$ cat src/rtl/ysyx_25040111_mul_pkg.sv
// Shared encodings and default widths for the iterative RV32M multiplier.
package ysyx_25040111_mul_pkg;

  localparam int XLEN_DEF  = 32;
  localparam int CNT_W_DEF = 6;

  typedef enum logic [1:0] {
    MUL_OP_MUL    = 2'b00,
    MUL_OP_MULH   = 2'b01,
    MUL_OP_MULHSU = 2'b10,
    MUL_OP_MULHU  = 2'b11
  } mul_op_e;

  typedef enum logic [1:0] {
    S_IDLE = 2'b00,
    S_BUSY = 2'b01,
    S_FIX  = 2'b10,
    S_DONE = 2'b11
  } mul_state_e;

endpackage

$ cat src/rtl/ysyx_25040111_cla_add.sv
// Carry-lookahead adder: 4-bit lookahead carry groups chained group to group.
// ysyx_25040111_carry computes the four carries of one group from p/g/cin.

module ysyx_25040111_carry (
  input  logic [3:0] p,
  input  logic [3:0] g,
  input  logic       cin,
  output logic [3:0] co
);

  // Fully expanded lookahead equations; co[i] is the carry out of bit i.
  always_comb begin
    co[0] = g[0] | (p[0] & cin);
    co[1] = g[1] | (p[1] & g[0]) | (p[1] & p[0] & cin);
    co[2] = g[2] | (p[2] & g[1]) | (p[2] & p[1] & g[0]) | (p[2] & p[1] & p[0] & cin);
    co[3] = g[3] | (p[3] & g[2]) | (p[3] & p[2] & g[1]) | (p[3] & p[2] & p[1] & g[0])
          | (&p & cin);
  end

endmodule

module ysyx_25040111_cla_add #(
  parameter int W = 32
) (
  input  logic [W-1:0] a,
  input  logic [W-1:0] b,
  input  logic         cin,
  output logic [W-1:0] sum,
  output logic         cout
);

  localparam int NG = W / 4;

  logic [W-1:0] p;
  logic [W-1:0] g;

  assign p = a ^ b;
  assign g = a & b;

  // Each group keeps its own carry signals so the chain is a plain wire path.
  for (genvar gi = 0; gi < NG; gi++) begin : g_grp
    logic       ci;
    logic [3:0] co_l;
    if (gi == 0) begin : g_first
      assign ci = cin;
    end else begin : g_next
      assign ci = g_grp[gi-1].co_l[3];
    end
    ysyx_25040111_carry u_carry (
      .p   (p[4*gi +: 4]),
      .g   (g[4*gi +: 4]),
      .cin (ci),
      .co  (co_l)
    );
    assign sum[4*gi +: 4] = p[4*gi +: 4] ^ {co_l[2:0], ci};
  end

  assign cout = g_grp[NG-1].co_l[3];

endmodule

$ cat src/rtl/ysyx_25040111_mul_seq.sv
// Iterative radix-2 shift-add multiplier for MUL/MULH/MULHSU/MULHU.
// Operands are converted to magnitudes on accept, multiplied unsigned one bit
// per cycle through the CLA adder, then the sign is re-applied in FIX.
// Optional feature: define YSYX_25040111_MUL_EARLY_OUT_EN to leave BUSY as soon
// as the remaining multiplier bits are zero (a barrel shift in FIX finishes the
// alignment). Default build runs a fixed XLEN+2 cycle latency.
module ysyx_25040111_mul_seq
  import ysyx_25040111_mul_pkg::*;
#(
  parameter int XLEN  = XLEN_DEF,
  parameter int CNT_W = CNT_W_DEF
) (
  input  logic            clock,
  input  logic            reset,
  input  logic            in_valid,
  output logic            in_ready,
  input  logic [1:0]      in_op,
  input  logic [XLEN-1:0] in_a,
  input  logic [XLEN-1:0] in_b,
  input  logic            flush,
  output logic            out_valid,
  input  logic            out_ready,
  output logic [XLEN-1:0] out_result
);

  mul_state_e        state_q, state_d;
  mul_op_e           op_q, op_d;
  logic              neg_q, neg_d;
  logic [XLEN-1:0]   mcand_q, mcand_d;
  logic [XLEN-1:0]   mplier_q, mplier_d;
  logic [XLEN-1:0]   hi_q, hi_d;
  logic [XLEN-1:0]   lo_q, lo_d;
  logic [CNT_W-1:0]  cnt_q, cnt_d;
  logic [XLEN-1:0]   res_q, res_d;
  logic              in_ready_q, in_ready_d;
  logic              out_valid_q, out_valid_d;

  // Operand sign handling at accept time
  logic            a_sgn, b_sgn;
  logic [XLEN-1:0] a_mag, b_mag;

  always_comb begin
    a_sgn = ((in_op == MUL_OP_MULH) || (in_op == MUL_OP_MULHSU)) && in_a[XLEN-1];
    b_sgn = (in_op == MUL_OP_MULH) && in_b[XLEN-1];
    a_mag = a_sgn ? (~in_a + XLEN'(1)) : in_a;
    b_mag = b_sgn ? (~in_b + XLEN'(1)) : in_b;
  end

  // Iteration adder: hi + (mplier[0] ? mcand : 0)
  logic [XLEN-1:0] add_b, it_sum;
  logic            it_cout;

  assign add_b = mplier_q[0] ? mcand_q : '0;

  ysyx_25040111_cla_add #(.W(XLEN)) u_iter_add (
    .a    (hi_q),
    .b    (add_b),
    .cin  (1'b0),
    .sum  (it_sum),
    .cout (it_cout)
  );

  // Final alignment and sign fix of the 2*XLEN product
  logic [2*XLEN-1:0] prod_fix, neg_sum, fix_prod;
  logic              neg_cout;

`ifdef YSYX_25040111_MUL_EARLY_OUT_EN
  logic [CNT_W-1:0] sh_amt;
  assign sh_amt   = CNT_W'(XLEN) - cnt_q;
  assign prod_fix = {hi_q, lo_q} >> sh_amt;
`else
  assign prod_fix = {hi_q, lo_q};
`endif

  ysyx_25040111_cla_add #(.W(2*XLEN)) u_neg_add (
    .a    (~prod_fix),
    .b    ('0),
    .cin  (1'b1),
    .sum  (neg_sum),
    .cout (neg_cout)
  );

  // A carry out of ~p+1 only happens for p==0, so it doubles as the zero mask.
  assign fix_prod = (neg_q && !neg_cout) ? neg_sum : prod_fix;

  // Next-state and datapath updates; flush overrides everything incl. accept
  always_comb begin
    state_d     = state_q;
    op_d        = op_q;
    neg_d       = neg_q;
    mcand_d     = mcand_q;
    mplier_d    = mplier_q;
    hi_d        = hi_q;
    lo_d        = lo_q;
    cnt_d       = cnt_q;
    res_d       = res_q;
    in_ready_d  = in_ready_q;
    out_valid_d = out_valid_q;
    unique case (state_q)
      S_IDLE: begin
        if (in_valid && in_ready_q) begin
          op_d       = mul_op_e'(in_op);
          neg_d      = a_sgn ^ b_sgn;
          mcand_d    = a_mag;
          mplier_d   = b_mag;
          hi_d       = '0;
          lo_d       = '0;
          cnt_d      = '0;
          in_ready_d = 1'b0;
          state_d    = S_BUSY;
`ifdef YSYX_25040111_MUL_EARLY_OUT_EN
          if (b_mag == '0) state_d = S_FIX;
`endif
        end
      end
      S_BUSY: begin
        hi_d     = {it_cout, it_sum[XLEN-1:1]};
        lo_d     = {it_sum[0], lo_q[XLEN-1:1]};
        mplier_d = mplier_q >> 1;
        cnt_d    = cnt_q + CNT_W'(1);
        if (cnt_q == CNT_W'(XLEN-1)) state_d = S_FIX;
`ifdef YSYX_25040111_MUL_EARLY_OUT_EN
        if (mplier_q[XLEN-1:1] == '0) state_d = S_FIX;
`endif
      end
      S_FIX: begin
        res_d       = (op_q == MUL_OP_MUL) ? fix_prod[XLEN-1:0] : fix_prod[2*XLEN-1:XLEN];
        out_valid_d = 1'b1;
        state_d     = S_DONE;
      end
      S_DONE: begin
        if (out_ready) begin
          out_valid_d = 1'b0;
          in_ready_d  = 1'b1;
          state_d     = S_IDLE;
        end
      end
      default: state_d = S_IDLE;
    endcase
    if (flush) begin
      state_d     = S_IDLE;
      cnt_d       = '0;
      in_ready_d  = 1'b1;
      out_valid_d = 1'b0;
    end
  end

  // State register; reset clears control and datapath alike
  always_ff @(posedge clock) begin
    if (reset) begin
      state_q     <= S_IDLE;
      op_q        <= MUL_OP_MUL;
      neg_q       <= 1'b0;
      mcand_q     <= '0;
      mplier_q    <= '0;
      hi_q        <= '0;
      lo_q        <= '0;
      cnt_q       <= '0;
      res_q       <= '0;
      in_ready_q  <= 1'b1;
      out_valid_q <= 1'b0;
    end else begin
      state_q     <= state_d;
      op_q        <= op_d;
      neg_q       <= neg_d;
      mcand_q     <= mcand_d;
      mplier_q    <= mplier_d;
      hi_q        <= hi_d;
      lo_q        <= lo_d;
      cnt_q       <= cnt_d;
      res_q       <= res_d;
      in_ready_q  <= in_ready_d;
      out_valid_q <= out_valid_d;
    end
  end

  assign in_ready   = in_ready_q;
  assign out_valid  = out_valid_q;
  assign out_result = res_q;

endmodule

$ cat config.mk
export PLATFORM = sky130hd
export DESIGN_NAME = ysyx_25040111_mul_seq
export DESIGN_NICKNAME = d
export VERILOG_FILES = /design/src/rtl/ysyx_25040111_mul_pkg.sv /design/src/rtl/ysyx_25040111_cla_add.sv /design/src/rtl/ysyx_25040111_mul_seq.sv
export SDC_FILE = /design/constraint.sdc
export NUM_CORES = 1
export LEC_CHECK = 0
export ABC_AREA = 0
export BUFFER_PORTS_ARGS = -buffer_cell sky130_fd_sc_hd__buf_2
export CAP_MARGIN = 10
export CORE_MARGIN = 3
export CORE_UTILIZATION = 54
export CTS_BUF_LIST = sky130_fd_sc_hd__clkbuf_16
export CTS_CLUSTER_DIAMETER = 40
export DETAILED_ROUTE_END_ITERATION = 10
export PLACE_DENSITY = 0.77
export SYNTH_ARGS = -nofsm -noshare
export SYNTH_HDL_FRONTEND = slang
export SYNTH_SLANG_ARGS = --single-unit
$ cat constraint.sdc
create_clock -name clock -period 3.5 [get_ports clock]
set_input_delay 0.175 -clock clock [delete_from_list [all_inputs] [get_ports clock]]
set_output_delay 0.175 -clock clock [all_outputs]
set_load 0.005 [all_outputs]
==> flow_metrics.py, run 1 <==
metrics = {
    "worst_hold_path": {
        "min_path_type": "in -> reg",
        "min_to": "op_q[1]",
        "holdCritStartpoint": "in_op[1]",
        "hold_depth": 3,
    },
    "worst_setup_path": {
        "worst_path_most_repeated_cell": "ha_1",
        "setup.worst_path.start_class": "flip-flop",
        "worst_path_dominant_cell_family": "simple AND/OR/NAND/NOR gates",
        "criticalPathCategory": "reg -> reg",
        "critPathSlowestCell": "mux4_2",
        "crit_chain": "inv_1 -> ha_1 -> or3b_1 -> nor4b_4 -> buf_4 -> nand2_1 -> or3_4 -> nor4_2 -> ha_1 -> mux4_2 -> mux2i_1 -> nor2_1",
        "critPathArrivalTime_ns": 3.62,
        "reg2regPathDepth": 12,
        "critical_path_required_ns": 3.77,
        "critPathMaxStageDelay_ns": 0.45,
        "cp_num_buf_inv": 2,
        "r2r-end": "out_result[20]",
        "r2r-start": "lo_q[1]",
        "rrSetupSlack_ns": 0.15,
        "end_kind": "flip-flop",
        "cp_max_fo": 5,
    },
    "sta": {
        "slew_violations": 0,
        "hold_viol": 0,
        "timing.fmax_mhz": 298.9,
        "fin_crit_ns": 3.345,
        "relSlewSlack_pct": 30.58,
        "whs_ns": 0.01957,
        "finalSetupViolCount": 0,
        "rsz0062_at_grt": "no",
        "skew_ns": 0.008073,
        "period_share_pct": 95.58,
        "worst_pin_slew_ns": 1.041,
    },
    "clock_tree": {
        "path_clk_slew_ns": 0.07,
        "clock-sinks": 173,
        "root_buffer": "clkbuf_16",
        "cts_tree": "done",
        "cts_max_path_buffers": 2,
        "cts_max_level": 4,
        "cts_made_buffers": 17,
        "post_cts_buffers": 0,
        "clk_latency_ns": 0.43,
    },
    "logic_synthesis": {
        "ys_ff_latch": 173,
        "synth-edff-count": 0,
        "ys_async_sr_fraction_pct": 0,
        "synth_cells": 1335,
        "ys_warn_count": 0,
        "synth_area_leader_cell": "dfxtp_1",
        "syn_area_um2": 10690,
        "yosys-top-cells-area": "dfxtp_1 (32%), ha_1 (6.6%), nor2_1 (6.4%)",
        "seq_area_frac_synth_pct": 32.40,
        "synth_nets": 1470,
        "synth_top_area_share_pct": 32.40,
        "synth_area_per_cell_um2": 8.007,
        "synth_ff_type": "dfxtp_1",
        "synth_cell_type_count": 72,
    },
    "cells_and_area": {
        "nets": 1571,
        "antenna_cells": 0,
        "layout_commonest_cell": "nor2_1",
        "areaGrowthSynthToFinish_pct": 15.39,
        "final_cell_mix": "nor2_1 (182), dfxtp_1 (172), nand2_1 (149), buf_2 (103), a21oi_1 (84)",
        "drive_above_1_share_pct": 14.92,
        "instances_no_fill": 1708,
    },
    "pwr": {
        "ir_drop_v": 0.0003341,
        "p_leak_nw": 5.203,
        "pwr_density_cell_nw_per_um2": 382.9,
    },
    "run_status": {
        "status": "finished clean",
    },
    "global_route": {
        "grt_max_degree": 80,
        "gr-total-overflow": 0,
        "grt_pass1_wl_mm": 46.89,
        "gr-usage-all-layers_pct": 26.15,
        "first_global_vias": 9446,
        "antenna_found_initial": 0,
    },
    "routing": {
        "wl_mm": 28.46,
        "first_pass_iters": 5,
        "wire_per_inst_um": 16.66,
        "routed-via-count": 10078,
        "drc_errors": 0,
        "drtAntennaViolNets": 0,
        "drtIter0Drc": 844,
        "via_per_inst": 5.900,
    },
    "floorplan": {
        "io_pins": 105,
        "rows": 50,
        "core_um2": 19080,
        "die_y_um": 146.7,
        "die-width_um": 146.7,
        "initial_core_util_pct": 56.02,
        "die_area_um2": 21520,
    },
    "placed_design": {
        "routabilityCongestion": 0.9013,
        "dp_hpwl_mm": 20.32,
        "dp.cells": 1676,
        "port_buffers": 104,
    },
    "flow_run": {
        "cap_violations": 0,
    },
}
worst register-to-register path: stages, from the launching register on:
cell	delay, ns
dfxtp_1	0.34
inv_1	0.08
ha_1	0.16
or3b_1	0.41
nor4b_4	0.32
buf_4	0.19
nand2_1	0.09
or3_4	0.42
nor4_2	0.18
ha_1	0.28
mux4_2	0.45
mux2i_1	0.20
nor2_1	0.08
state kept, by name, indices dropped and copies added (netlist names):
| signal | cells |
|---|---|
| hi_q | 32 |
| op_q | 2 |
| lo_q | 32 |
| mcand_q | 32 |
| out_result | 32 |
| neg_q | 1 |
| in_ready | 1 |
| mplier_q | 32 |
| out_valid | 1 |
| cnt_q | 6 |
| state_q | 2 |
per-stage QoR:
step / instance area [um^2] / setup WS [ns] / TNS (ns) / total power [mW] / util, %
3_3_place_gp: 11660 / -0.1289 / -0.1611 / 2.763 / 61.10
4_1_cts: 12290 / 0.07547 / 0 / 4.748 / 64.40
5_1_grt: 12330 / 0.004861 / 0 / 4.913 / 64.64
2_1_floorplan: 10690 / 0.2102 / 0 / 2.568 / -
6_report: 12330 / 0.1547 / 0 / 4.723 / 64.64
3_5_place_dp: 11660 / -0.2374 / -0.5473 / 2.778 / 61.10
cells in the mapped netlist, types with 3 or more instances:
cell	n
mux2i_1	11
a21oi_1	86
a311oi_1	7
nor2b_1	9
a32oi_1	4
nand2b_1	6
a32o_1	8
o21ai_0	63
a31o_2	3
fa_1	8
nand4_1	9
a21boi_0	4
mux4_2	7
clkbuf_1	66
o41ai_1	8
nor2_1	182
and3_1	4
o31ai_1	20
ha_1	56
nor3b_1	3
o211ai_1	16
nand2_1	149
and4_1	3
dfxtp_1	173
o21a_1	3
a221oi_1	8
or3_1	18
a21o_1	10
nand3_1	19
nor3_1	25
nor4_1	15
xor2_1	69
a22oi_1	57
inv_1	42
xnor2_1	45
and2_1	38
or4_1	13
a211oi_1	27
logic make-up after synthesis:
| group | count (synthesis) | share of synthesized area, % |
|---|---|---|
| adder cells (fa/ha/maj) | 64 | 8.053 |
| XOR/XNOR | 114 | 9.341 |
| flip-flops | 173 | 32.40 |
| AO/OA/AOI/OAI | 346 | 21.69 |
| buffers and inverters | 116 | 4.273 |
| AND/OR/NAND/NOR | 504 | 21.74 |
| multiplexers | 18 | 2.505 |
area by class of cell:
class                      instances  area (um^2)
multi-input combinational       1046         6853
fill                            1613         6746
sequential                       173         3467
timing repair buffer             155        920.9
clock buffer                      17        425.4
tap                              260        325.3
clock inverter                    14        181.4
inverter                          43        161.4
report_power, final:
group	internal [mW]	leakage [nW]	total, mW	switching [mW]
clock network	1.14	0.296	1.98	0.842
logic	0.236	3.50	0.644	0.408
registers	2.05	1.41	2.10	0.0524
how the worst max path moves through the flow:
stage / to / start / depth (start not counted) / slack (ns)
floorplan: out_result[28] / lo_q[1] / 12 / 0.21
global placement: hi_q[28] / mplier_q[0] / 12 / -0.13
detailed placement: hi_q[28] / mplier_q[0] / 12 / -0.24
CTS: out_result[20] / lo_q[11] / 11 / 0.08
global route: hi_q[28] / mplier_q[0] / 12 / 0.005
finish: out_result[20] / lo_q[1] / 12 / 0.15
per-layer routing:
metal	global-route usage (%)	vias to the layer above	routed length (um)	share of wire, %
li1	-	4972	-	-
met1	35.68	4741	12750	45
met2	42.41	325	13340	47
met3	4.812	40	1798	6.3
met4	7.855	0	573	2.0
met5	0	-	0	0
what timing repair did:
item                                    CTS  global route
endpoints found under the setup margin    5             5
resized for setup                         3            14
gates cloned                              0             0
hold buffers                              1             0
hold endpoints to repair                  1             0
No activity file was read; power rests on OpenSTA's default activity.
==> run 2, diff against run 1 <==
--- a/config.mk
+++ b/config.mk
@@ -9,11 +9,11 @@
 export BUFFER_PORTS_ARGS = -buffer_cell sky130_fd_sc_hd__buf_2
 export CAP_MARGIN = 10
 export CORE_MARGIN = 3
-export CORE_UTILIZATION = 54
+export CORE_UTILIZATION = 60
 export CTS_BUF_LIST = sky130_fd_sc_hd__clkbuf_16
 export CTS_CLUSTER_DIAMETER = 40
 export DETAILED_ROUTE_END_ITERATION = 10
-export PLACE_DENSITY = 0.77
+export PLACE_DENSITY = 0.91
 export SYNTH_ARGS = -nofsm -noshare
 export SYNTH_HDL_FRONTEND = slang
 export SYNTH_SLANG_ARGS = --single-unit
==> constraint.sdc (replaced) <==
create_clock -name clock -period 3.56 [get_ports clock]
set_input_delay 0.178 -clock clock [delete_from_list [all_inputs] [get_ports clock]]
set_output_delay 0.178 -clock clock [all_outputs]
set_load 0.005 [all_outputs]
==> run 2 against run 1 <==
Via count rose by 3.6%. Global-route usage grew 2.9 points. Clock skew up 0.0064 ns. Maximum frequency grew 0.50%. Critical path type unchanged.
==> flow_metrics.py, run 2 (same netlist as run 1, synthesis figures left out) <==
metrics = {
    "pwr": {
        "p_leak_nw": 5.118,
        "pwr_density_cell_nw_per_um2": 368.9,
        "ir_drop_v": 0.0003602,
    },
    "clock_tree": {
        "cts_tree": "done",
        "cts_made_buffers": 17,
        "cts_max_level": 4,
        "path_clk_slew_ns": 0.07,
        "root_buffer": "clkbuf_16",
        "post_cts_buffers": 0,
        "cts_max_path_buffers": 2,
        "clk_latency_ns": 0.44,
        "clock-sinks": 173,
    },
    "worst_setup_path": {
        "cp_max_fo": 5,
        "criticalPathCategory": "reg -> reg",
        "r2r-start": "lo_q[1]",
        "critPathArrivalTime_ns": 3.64,
        "endpoint": "out_result[20]",
        "end_kind": "flip-flop",
        "rrSetupSlack_ns": 0.23,
        "r2r-end": "out_result[20]",
        "reg2regPathDepth": 12,
        "setup.worst_path.start_class": "flip-flop",
        "crit_start": "lo_q[1]",
        "critical_path_required_ns": 3.87,
    },
    "cells_and_area": {
        "nets": 1563,
        "areaGrowthSynthToFinish_pct": 13.41,
        "layout_commonest_cell": "nor2_1",
        "drive_above_1_share_pct": 13.35,
        "fillers": 1314,
        "final_cell_mix": "nor2_1 (182), dfxtp_1 (172), nand2_1 (149), buf_2 (103), a21oi_1 (84)",
        "post-route-util_pct": 69.85,
        "antenna_cells": 0,
    },
    "floorplan": {
        "io_pins": 105,
        "core_um2": 17360,
        "die-width_um": 139.5,
        "rows": 48,
        "initial_core_util_pct": 61.58,
        "die_area_um2": 19450,
        "die_y_um": 139.5,
    },
    "placed_design": {
        "port_buffers": 104,
        "routabilityCongestion": 0.9477,
        "dp_hpwl_mm": 20.71,
    },
    "flow_run": {
        "cap_violations": 0,
    },
    "global_route": {
        "antenna_found_initial": 0,
        "gr-usage-all-layers_pct": 29.03,
        "grt_max_degree": 70,
        "gr-total-overflow": 0,
        "grt_pass1_wl_mm": 46.84,
        "first_global_vias": 9773,
    },
    "sta": {
        "skew_ns": 0.01444,
        "worst_pin_slew_ns": 1.082,
        "whs_ns": 0.01675,
        "fin_setup_tns_ns": 0,
        "slew_violations": 0,
        "rsz0062_at_grt": "no",
        "fin_crit_ns": 3.329,
        "hold_viol": 0,
        "timing.fmax_mhz": 300.4,
        "finalSetupViolCount": 0,
        "period_share_pct": 93.50,
        "relSlewSlack_pct": 27.59,
    },
    "routing": {
        "first_pass_iters": 5,
        "routed-via-count": 10437,
        "drtIter0Drc": 872,
        "drc_errors": 0,
        "wire_per_inst_um": 17.33,
        "wl_mm": 28.82,
        "drtAntennaViolNets": 0,
        "via_per_inst": 6.276,
    },
    "worst_hold_path": {
        "hold_depth": 3,
        "min_path_type": "in -> reg",
    },
    "run_status": {
        "status": "finished clean",
    },
}
run 2: cell count changes in the layout (fill, tap and decap cells not counted), sizes merged:
cell and delta:
buf -8, bufinv -1, clkinv +1, clkinvlp +1
inv -3
run 2: worst min-delay path by stage:
stage               startpoint        to
detailed placement       flush  in_ready
global placement         flush  in_ready
CTS                   in_op[1]   op_q[1]
finish                in_op[1]   op_q[1]
global route          in_op[0]   op_q[0]
floorplan                flush  in_ready
run 2: timing repair:
| action | CTS | global route |
|---|---|---|
| hold buffers | 1 | 0 |
| setup endpoints to repair | 1 | 4 |
| cloned | 0 | 0 |
| endpoints found under the hold margin | 1 | 0 |
| resized for setup | 1 | 5 |
run 2: critical path, cell delays in order (launching register included):
cell and delay, ns:
dfxtp_1 0.33, inv_1 0.09, ha_1 0.16, or3b_1 0.37, nor4b_1 0.25, buf_4 0.19, nand2_1 0.11, or3_1 0.46
nor4_1 0.27, ha_1 0.30, mux4_2 0.45, mux2i_1 0.15, nor2_1 0.05
run 2: routing by layer:
metal	track usage [%]	vias up	routed length [um]
li1	-	4963	-
met5	0	-	0
met4	11.17	0	867
met2	47.74	534	13480
met3	5.326	98	2396
met1	38.06	4842	12080
run 2: where the power goes:
group          total [mW]  switching, mW  internal (mW)  leakage [nW]
Combinational       0.645          0.408          0.237          3.44
Sequential           2.07         0.0555           2.01          1.41
Clock                1.76          0.755           1.00         0.271
run 2: layout make-up:
class	count	area, um^2	area share [%]
clock buffers	17	425.4	3.509
clock inverters	12	111.4	0.9186
inverters	43	161.4	1.331
multi-input cells	1046	6803	56.12
flip-flops and latches	173	3467	28.60
well taps	225	281.5	2.322
repair buffers	147	873.3	7.204
run 2: stage by stage:
step                instance area [um^2]  total power [mW]  setup WS [ns]  instances
finish                             12120             4.473         0.2313       1663
global route                       12120             4.635       0.001092       1663
CTS                                12110             4.469         0.1401       1663
detailed placement                 11570             2.742       0.007625       1633
global placement                   11570             2.716         0.1337       1633
floorplan                          10690             2.524         0.2702       1335
